`config.mk`:
```
export PLATFORM = sky130hd
export DESIGN_NAME = inst_fetch_unit
export DESIGN_NICKNAME = d
export VERILOG_FILES = /design/src/rtl/inst_fetch_unit.sv
export SDC_FILE = /design/constraint.sdc
export NUM_CORES = 1
export LEC_CHECK = 0
export ABC_AREA = 1
export CAP_MARGIN = 30
export CORE_UTILIZATION = 28
export DETAILED_ROUTE_END_ITERATION = 10
export DONT_BUFFER_PORTS = 1
export PLACE_DENSITY = 0.43
export RECOVER_POWER = 50
export SLEW_MARGIN = 10
export SYNTH_ARGS = -nofsm -noshare
export SYNTH_HDL_FRONTEND = slang
export SYNTH_SLANG_ARGS = --single-unit
```
`constraint.sdc`:
```
create_clock -name clk -period 2.2 [get_ports clk]
set_clock_uncertainty 0.05 [all_clocks]
set_input_delay 0.22 -clock clk [delete_from_list [all_inputs] [get_ports clk]]
set_output_delay 0.22 -clock clk [all_outputs]
set_load 0.05 [all_outputs]
```
`src/rtl/inst_fetch_unit.sv`:
```
// Instruction fetch stage: PC, IF/ID register with valid/ready hand-off, redirect/flush, fault detection.
// Optional FETCH_HALT_ON_ZERO_EN: an all-zero instruction word stops fetch in a HALT state.
module inst_fetch_unit #(
    parameter logic [31:0] RESET_PC  = 32'h0,
    parameter int          MEM_DEPTH = 512
) (
    input  logic        clk,
    input  logic        reset,
    output logic [31:0] Addr,
    input  logic [31:0] Inst,
    input  logic        br_valid,
    input  logic [31:0] br_target,
    input  logic        id_ready,
    output logic        id_valid,
    output logic [31:0] id_inst,
    output logic [31:0] id_pc,
    output logic        halted,
    output logic        fault
);

    // state   | meaning
    // S_FETCH | normal fetch: redirect > stall > advance
    // S_FAULT | stopped on illegal address; IF/ID drains, PC frozen
    // S_HALT  | stopped on zero word (FETCH_HALT_ON_ZERO_EN only)
`ifdef FETCH_HALT_ON_ZERO_EN
    typedef enum logic [1:0] {S_FETCH, S_FAULT, S_HALT} state_t;
`else
    typedef enum logic [1:0] {S_FETCH, S_FAULT} state_t;
`endif

    localparam logic [32:0] DEPTH = 33'(MEM_DEPTH);

    state_t      state;
    logic [31:0] pc;
    logic [32:0] pc_next;
    logic        br_bad;
    logic        stall;

    // one extra bit so PC+4 never wraps before the range compare
    assign pc_next = {1'b0, pc} + 33'd4;
    assign br_bad  = (br_target[1:0] != 2'b00) || ({1'b0, br_target} >= DEPTH);
    assign stall   = id_valid && !id_ready;
    assign Addr    = pc;

`ifndef FETCH_HALT_ON_ZERO_EN
    assign halted = 1'b0;
`endif

    always_ff @(posedge clk) begin
        if (reset) begin
            state    <= S_FETCH;
            pc       <= RESET_PC;
            id_valid <= 1'b0;
            id_inst  <= 32'h0;
            id_pc    <= 32'h0;
            fault    <= 1'b0;
`ifdef FETCH_HALT_ON_ZERO_EN
            halted   <= 1'b0;
`endif
        end else begin
            case (state)
                S_FETCH: begin
                    if (br_valid) begin
                        id_valid <= 1'b0;
                        if (br_bad) begin
                            state <= S_FAULT;
                            fault <= 1'b1;
                        end else begin
                            pc <= br_target;
                        end
                    end else if (!stall) begin
`ifdef FETCH_HALT_ON_ZERO_EN
                        if (Inst == 32'h0) begin
                            id_valid <= 1'b0;
                            state    <= S_HALT;
                            halted   <= 1'b1;
                        end else
`endif
                        begin
                            id_inst  <= Inst;
                            id_pc    <= pc;
                            id_valid <= 1'b1;
                            // last legal word: keep it, then stop with PC held
                            if (pc_next >= DEPTH) begin
                                state <= S_FAULT;
                                fault <= 1'b1;
                            end else begin
                                pc <= pc_next[31:0];
                            end
                        end
                    end
                end
                default: begin
                    if (id_ready) begin
                        id_valid <= 1'b0;
                    end
                end
            endcase
        end
    end

endmodule

```
# Word level (Yosys, flattened, before mapping)
# Index checks and enable logic that the tools add are counted.
totals:
  mem_count: 0
  latchBits: 0
  ram_bits: 0
  inputBits: 68
  romBits: 0
  ff_bits: 100
op_classes:
  div: 0
  add_sub_neg: 1
  reduce_logical: 11
  shift: 0
  n_eq_ne: 5
  n_bitwise: 2
  n_mul: 0
  mux: 16
  order_cmp: 2
ops:
  columns: ["operator", "count"]
  rows:
  - ["$mux 32", 4]
  - ["$add 32x3->33 const B", 1]
  - ["$ge 33x10->1 const B", 1]
  - ["$ge 32x10->1 const B", 1]
  - ["$mux 1", 8]
  - ["$mux 2", 4]
  - ["$reduce_and 4->1", 2]
  - ["$ne 2x2->1 const B", 3]
  - ["$reduce_bool 2->1", 3]
  - ["$ne 3x3->1 const B", 1]
  - ["$reduce_and 3->1", 1]
  - ["$logic_not 2->1", 1]
  - ["$ne 2x1->1 const B", 1]
  - ["$not 1->1", 2]
  - ["$reduce_and 2->1", 1]
  - ["$logic_and 1x1->1", 1]
  - ["$logic_not 1->1", 1]
  - ["$logic_or 1x1->1", 1]

# Longest topological paths before layout
# Gate-level depths: netlist of run 1.
logic_depth:
  ltp_word: 5
  ltp_mapped: 17
  depth_no_buf: 17

# Worst setup path before layout of run 1
# OpenSTA, ideal clock, no wires.
synth_timing:
  kind: "flip-flop to flip-flop"
  start: "reg pc[2] (netlist: Addr[2])"
  end: "reg pc[30] (netlist: Addr[30])"
  path_slack_ns: -0.406
  n_path_buf: 1
  t_arrival_ns: 2.437
  required_time_ns: 2.031
  setup_time_ns: 0.119
  path_stages_with_launch: 18
  period_less_slack_ns: 2.606
  cell_sequence: "dfxtp_1 ha_1 nand2_2 nor2_4 nand2_4 nor2_8 nand2_1 nand2_1 nand2_1 nor2_1 nand3_1 nor2_2 nand2_2 nand2_4 nand2_4 buf_6 nand2_2 a21oi_2"
synth_between:
  elab_chain_cells: 4
synth_lines:
  columns: ["element", "line", "text"]
  rows:
  - ["start: declaration", "34", "logic [31:0] pc;"]
  - ["start signal: assignment", "69", "pc <= br_target;"]
  - ["start signal: assignment", "88", "pc <= pc_next[31:0];"]
  - ["$add 32x3->33 (*)", "40", "assign pc_next = {1'b0, pc} + 33'd4;"]
  - ["$ge 33x10->1 or $mux 32 (tied branches)", "84", "if (pc_next >= DEPTH) begin"]
  - ["$ne 2x2->1 (no source line) or $mux 32 (tied branches)", null, null]
  - ["$reduce_and 4->1 (no source line) or $mux 32 (tied branches)", null, null]
# Mark *: on every way between the ends. The rest lies on a longest branch, timed or not. The select of a mux whose other input is x is not followed.
# A chain may end at the register's enable or synchronous reset.

# Worst setup path after layout of run 1
layout_timing:
  start: "reg pc[3] (netlist: Addr[3])"
  end: "reg pc[7] (netlist: Addr[7])"
# The elaborated chain is that of the path after synthesis.

==> results of run 1 <==
critical path, cell delays in order (launching register included):
cell	delay [ps]
dfxtp_4	380
ha_4	150
nand2_4	50
nor2_4	130
nand2_4	100
nor2_8	180
buf_6	120
xor2_1	130
nand2_1	60
nor2_1	80
nand3_1	80
nor2_2	110
nand2_2	80
nand2_4	90
nand2_8	90
buf_12	160
nand2_2	40
nand2_1	40
nor2_1	110
stage by stage:
| stage | TNS [ps] | cells |
|---|---|---|
| floorplan | 0 | 651 |
| global placement | -399 | 926 |
| detailed placement | -927 | 926 |
| CTS | -162 | 962 |
| global route | -6280 | 968 |
| finish | -1600 | 968 |
cell usage after synthesis, types with 4 or more instances:
cell      number  share of area, %
xor2_1         7               1.4
nor2_4         4               1.0
dfxtp_1       98                44
nor2_1       180                15
a21oi_1       20               2.2
nand3b_1       7               1.2
nand2_1      125                10
nand4_1        9               1.3
o21ai_0       69               7.7
nand2_4        4               1.0
clkbuf_1      23               1.9
nand3_1       19               2.1
inv_1         40               3.4
nor2_2        12               1.7
state kept, by name, indices dropped and copies added, names as in the netlist:
register,flops
state,1
id_valid,1
id_inst,32
id_pc,32
Addr,32
power groups by stage:
stage	combinational [mW]	clock [mW]	sequential, mW
after global routing	0.878	1.79	2.42
after CTS	0.770	1.71	2.41
after detailed placement	0.737	0	2.45
final	0.795	1.65	2.40
after floorplan	0.394	0	2.56
after global placement	0.726	0	2.44
per-layer routing:
metal | vias to the layer above | GRT usage (%)
met5 | - | 0
met4 | 0 | 6.09
met3 | 15 | 4.99
met2 | 117 | 28.6
met1 | 1997 | 22.9
li1 | 2262 | -
what timing repair did:
action / CTS / global route
endpoints found under the setup margin: 29 / 30
resized for setup: 5 / 19
pin swaps: 3 / 6
cloned: 0 / 2
hold endpoints to repair: 41 / 22
setup buffers: 1 / 4
kinds of logic (layout without fill, tap and decap cells):
family / count (synthesis) / after routing / synth area share, %
AND/OR/NAND/NOR: 370 / 370 / 35.6
AO/OA/AOI/OAI: 99 / 99 / 11.6
flip-flops: 98 / 98 / 43.9
buffers and inverters: 72 / 178 / 6.63
XOR/XNOR: 10 / 10 / 1.96
adder cells (fa/ha/maj): 1 / 1 / 0.280
other: 1 / 1 / 0.0839
worst max-delay path by stage:
stage	endpoint	start	cells past startpoint	slack (ps)
floorplan	Addr[4]	Addr[28]	15	0.5
global placement	Addr[30]	Addr[2]	15	-40
detailed placement	Addr[7]	Addr[3]	16	-80
CTS	Addr[4]	Addr[2]	16	-40
global route	Addr[4]	Addr[13]	17	-250
finish	Addr[7]	Addr[3]	18	-90
cell type report:
class / instances / area, um^2 / share of cell area, %
clock buffers: 12 / 268 / 4.48
clock inverters: 4 / 46.3 / 0.775
repair buffers: 118 / 931 / 15.6
multi-input cells: 481 / 2300 / 38.5
inverters: 44 / 165 / 2.77
flip-flops and latches: 98 / 2000 / 33.5
well taps: 211 / 264 / 4.42
==> summary.txt, run 1 <==
Worst setup path
  • WP data arrival: 2530 ps
  • Required time of the critical path: 2430 ps
  • Kind of end point of the critical path: register
  • Reg2reg start: Addr[3]
  • R2r setup slk: -90 ps
  • Critical path class: reg -> reg
  • R2R depth: 18
  • Worst r2r dst: Addr[7]
  • Max FO, Critical Path: 7
  • CP Launch Type: register

Detailed routing
  • First drt pass iteration count: 4
  • Wire length on met1: 6730 um
  • Highest routed layer: met4
  • Drt first-iter violations: 196
  • DRT antenna net count: 0
  • Routed wl met3: 1050 um
  • DRC: 0
  • Avg Vias per Cell: 4.54
  • Post-Route WL: 14600 um
  • Vias: 4391
  • Mean routed wirelength per cell: 15.1 um
  • Wire length on met2: 6580 um

Yosys
  • Post-synth EDFFs: 0
  • Synth unique cells: 34
  • Synthesized instance count: 651
  • Sequential area share after synthesis: 43.9%
  • Synthesized area per cell: 6.87 um^2
  • Seq cells post-synth: 98
  • Synth Cell Area: 0.00447 mm^2
  • Synthesis Warnings: 0
  • Syn Nets: 720
  • Main synth FF type: dfxtp_1
  • Synth async-reset ratio: 0%

Status
  • Status: finished, violations left
  • Failing checks: negative hold slack, negative setup slack

Global route
  • First-pass GRT wire length: 22300 um
  • Vias in the first global route: 4148
  • GR Util All Layers: 17.8%
  • Initial antenna violation count: 0
  • Total gr overflow: 0
  • Largest net degree at the start of global routing: 54

CTS
  • CTS tree: built
  • Cts hold-fix bufs: 19
  • Clock Sinks: 98
  • Clock Latency Late Sink: 340 ps
  • H-tree Lvls: 3
  • Clk slew on worst S/H paths: 70 ps
  • Clk buf depth: 2
  • CTS root buf: clkbuf_16
  • Clock buffer count from CTS: 9

Timing
  • Achievable Freq: 436 MHz
  • RSZ-0062 raised after global routing: yes
  • Crit path time final: 2290 ps
  • Max Slew Vio Count: 0
  • Final hold slack: -122 ps
  • Crit share post-route: 104%
  • Setup Viol. Count Final: 30
  • Final Hold Fails: 22
  • Worst setup margin: -94.4 ps
  • Relative slew slack: 44.1%
  • Least-Margin Pin Slew: 839 ps

Floorplanning
  • Num rows: 45
  • Die ar.: 0.0165 mm^2
  • Core ar.: 0.0154 mm^2
  • IO Count: 167
  • Die Wd: 128 um
  • Die Ht: 128 um
  • Starting Density: 29.1%

Cells and area
  • Most common cell after layout, fill and taps aside: nor2_1
  • Layout fillers: 1659
  • Final #Nets: 821
  • Commonest non-fill, non-tap cells in the layout: nor2_1 (173), nand2_1 (119), dfxtp_1 (73)
  • Final Cell Area: 0.00597 mm^2
  • Layout cells sized above 1: 22.1%
  • Antenna diodes: 0
  • Fin util: 38.9%
  • Layout area overhead: 33.5%

Power and ir drop
  • Internal cell power: 3.18 mW
  • Overall Power: 4.85 mW
  • Sw Ratio: 34.6%
  • Worst VDD drop: 457 uV
  • Leak: 2.55 nW
  • Sw power: 1.68 mW
  • Reg power frac: 49.5%
  • Clock power share: 34.1%
  • Combinational fraction of design power: 16.4%
  • Power per cell area: 813 mW/mm^2

Placed design
  • I/O Buffers: 0
  • HPWL after DPL: 11000 um
  • Placed Area: 0.00537 mm^2
  • Setup WS pre-CTS: -76.1 ps
  • GP Congestion: 0.868

Worst hold path
  • Class of the most critical hold timing path: in -> reg
  • Hold Path Depth: 1
  • WHS Endpoint: Addr[15]
  • Min-delay src: reset

Run
  • Max-cap violations: 0
Note: power is estimated with default switching activity, not from simulation.
==> run 2: changes to the inputs <==
--- a/config.mk
+++ b/config.mk
@@ -8,11 +8,13 @@
 export ABC_AREA = 1
 export CAP_MARGIN = 30
 export CORE_UTILIZATION = 28
+export CTS_CLUSTER_DIAMETER = 200
 export DETAILED_ROUTE_END_ITERATION = 10
 export DONT_BUFFER_PORTS = 1
 export PLACE_DENSITY = 0.43
 export RECOVER_POWER = 50
-export SLEW_MARGIN = 10
+export SKIP_CTS_REPAIR_TIMING = 1
+export SLEW_MARGIN = 40
 export SYNTH_ARGS = -nofsm -noshare
 export SYNTH_HDL_FRONTEND = slang
 export SYNTH_SLANG_ARGS = --single-unit
==> run 2 against run 1 <==
Compared with the run above:
- the run still ends with negative hold slack, negative setup slack left
- final cell count shrank 1.7%
- die area is the same
- wire length shrank 0.21%
- critical endpoint is now Addr[30]
- largest power group unchanged
==> summary.txt, run 2 (synthesis results as in run 1) <==
CTS
  • Clk slew on worst S/H paths: 60 ps
  • CTS tree: built
  • H-tree Lvls: 3
  • Clock buffer count from CTS: 9
  • Clock Sinks: 98
  • CTS root buf: clkbuf_16
  • Clock Latency Late Sink: 350 ps
  • Clk buf depth: 2

Global route
  • Vias in the first global route: 4099
  • Largest net degree at the start of global routing: 54
  • First-pass GRT wire length: 22100 um
  • Initial antenna violation count: 0
  • Total gr overflow: 0
  • GR Util All Layers: 17.7%

Power and ir drop
  • Reg power frac: 49.9%
  • Sw power: 1.67 mW
  • Leak: 2.48 nW
  • Combinational fraction of design power: 15.8%
  • Sw Ratio: 34.7%
  • Internal cell power: 3.15 mW
  • Worst VDD drop: 453 uV
  • Overall Power: 4.82 mW
  • Power per cell area: 831 mW/mm^2
  • Clock power share: 34.3%

Detailed routing
  • Drt first-iter violations: 180
  • DRC: 0
  • DRT antenna net count: 0
  • Avg Vias per Cell: 4.54
  • First drt pass iteration count: 6
  • Vias: 4322
  • Post-Route WL: 14500 um
  • Mean routed wirelength per cell: 15.3 um

Worst setup path
  • R2R depth: 17
  • Max stage delay on crit path: 380 ps
  • Kind of end point of the critical path: register
  • Most frequent CP cell: nand2_4
  • Critical path class: reg -> reg
  • R2r setup slk: -90 ps
  • CP Launch Type: register
  • Worst r2r dst: Addr[30]
  • Crit path cell chain: ha_4 -> nand2_4 -> nor2_4 -> nand2_4 -> nor2_8 -> buf_6 -> xor2_1 -> nand2_1 -> nor2_1 -> nand3_1 -> nor2_2 -> nand2_2 -> nand2_4 -> nand2_8 -> buf_4 -> nand2_2 -> a21oi_2
  • Reg2reg start: Addr[3]
  • WP data arrival: 2480 ps
  • Slowest CP cell: dfxtp_4
  • Max FO, Critical Path: 14
  • Required time of the critical path: 2390 ps

Timing
  • Final TNS setup: -1720 ps
  • Least-Margin Pin Slew: 730 ps
  • Final Hold Fails: 23
  • Final hold slack: -133 ps
  • RSZ-0062 raised after global routing: yes
  • Crit share post-route: 104%
  • Crit path time final: 2290 ps
  • Max Slew Vio Count: 0
  • Achievable Freq: 436 MHz
  • Setup Viol. Count Final: 29
  • Relative slew slack: 51.4%
  • Worst setup margin: -93.9 ps

Worst hold path
  • WHS Endpoint: Addr[13]
  • Min-delay src: reset
  • Class of the most critical hold timing path: in -> reg
  • Hold Path Depth: 1

Floorplanning
  • Die ar.: 0.0165 mm^2
  • Num rows: 45
  • Starting Density: 29.1%
  • IO Count: 167
  • Core ar.: 0.0154 mm^2
  • Die Ht: 128 um
  • Die Wd: 128 um

Placed design
  • HPWL after DPL: 11000 um
  • I/O Buffers: 0
  • GP Congestion: 0.868

Cells and area
  • Commonest non-fill, non-tap cells in the layout: nor2_1 (169), nand2_1 (117), dfxtp_1 (73)
  • Final #Nets: 805
  • Antenna diodes: 0
  • Layout area overhead: 29.7%
  • Most common cell after layout, fill and taps aside: nor2_1
  • Layout cells sized above 1: 22.4%

Status
  • Failing checks: negative hold slack, negative setup slack
  • Status: finished, violations left

Run
  • Max-cap violations: 0
## run 2: power by group through the flow
stage / clock (mW) / combinational (mW) / sequential [mW]
6_report: 1.65 / 0.763 / 2.40
5_1_grt: 1.79 / 0.848 / 2.42
4_1_cts: 1.71 / 0.740 / 2.41
3_5_place_dp: 0 / 0.737 / 2.45
3_3_place_gp: 0 / 0.726 / 2.44
2_1_floorplan: 0 / 0.394 / 2.56
## run 2: routing by layer
metal  share of wire [%]  vias to the layer above  global-route usage, %
met5                   0                        -                      0
met4                 1.1                        0                   6.09
met3                 6.5                       11                   5.11
met2                  46                      113                   28.3
met1                  47                     1970                   22.7
li1                    -                     2228                      -
## run 2: worst max path at each step
stage,start,to,slack [ps]
floorplan,Addr[28],Addr[4],0.5
detailed placement,Addr[3],Addr[7],-80
global route,Addr[2],Addr[4],-260
finish,Addr[3],Addr[30],-90
global placement,Addr[2],Addr[30],-40
CTS,Addr[2],Addr[4],-110
## run 2: final cells by class
type,instances,area (um^2)
Fill cell,1683,9570
Multi-Input combinational cell,481,2310
Sequential cell,98,2000
Timing Repair Buffer,102,743
Clock buffer,12,268
Tap cell,211,264
Inverter,44,165
Clock inverter,4,46.3
## run 2: per-stage QoR
step	std cells	setup slack, ps	cell area [um^2]	utilization [%]
detailed placement	926	-76.1	5370	34.9
global route	952	-263	5800	37.7
floorplan	651	0.467	4520	-
finish	952	-93.9	5800	37.7
global placement	926	-36.3	5370	34.9
CTS	942	-112	5680	37.0
## run 2: worst max-delay path, delay by kind of cell, from the launching register on
family / cells / cell delay, ps
simple gates: 12 / 1120
flops: 1 / 380
buf+inv: 2 / 320
fa+ha+maj: 1 / 150
xor+xnor: 1 / 130
compound gates: 1 / 30
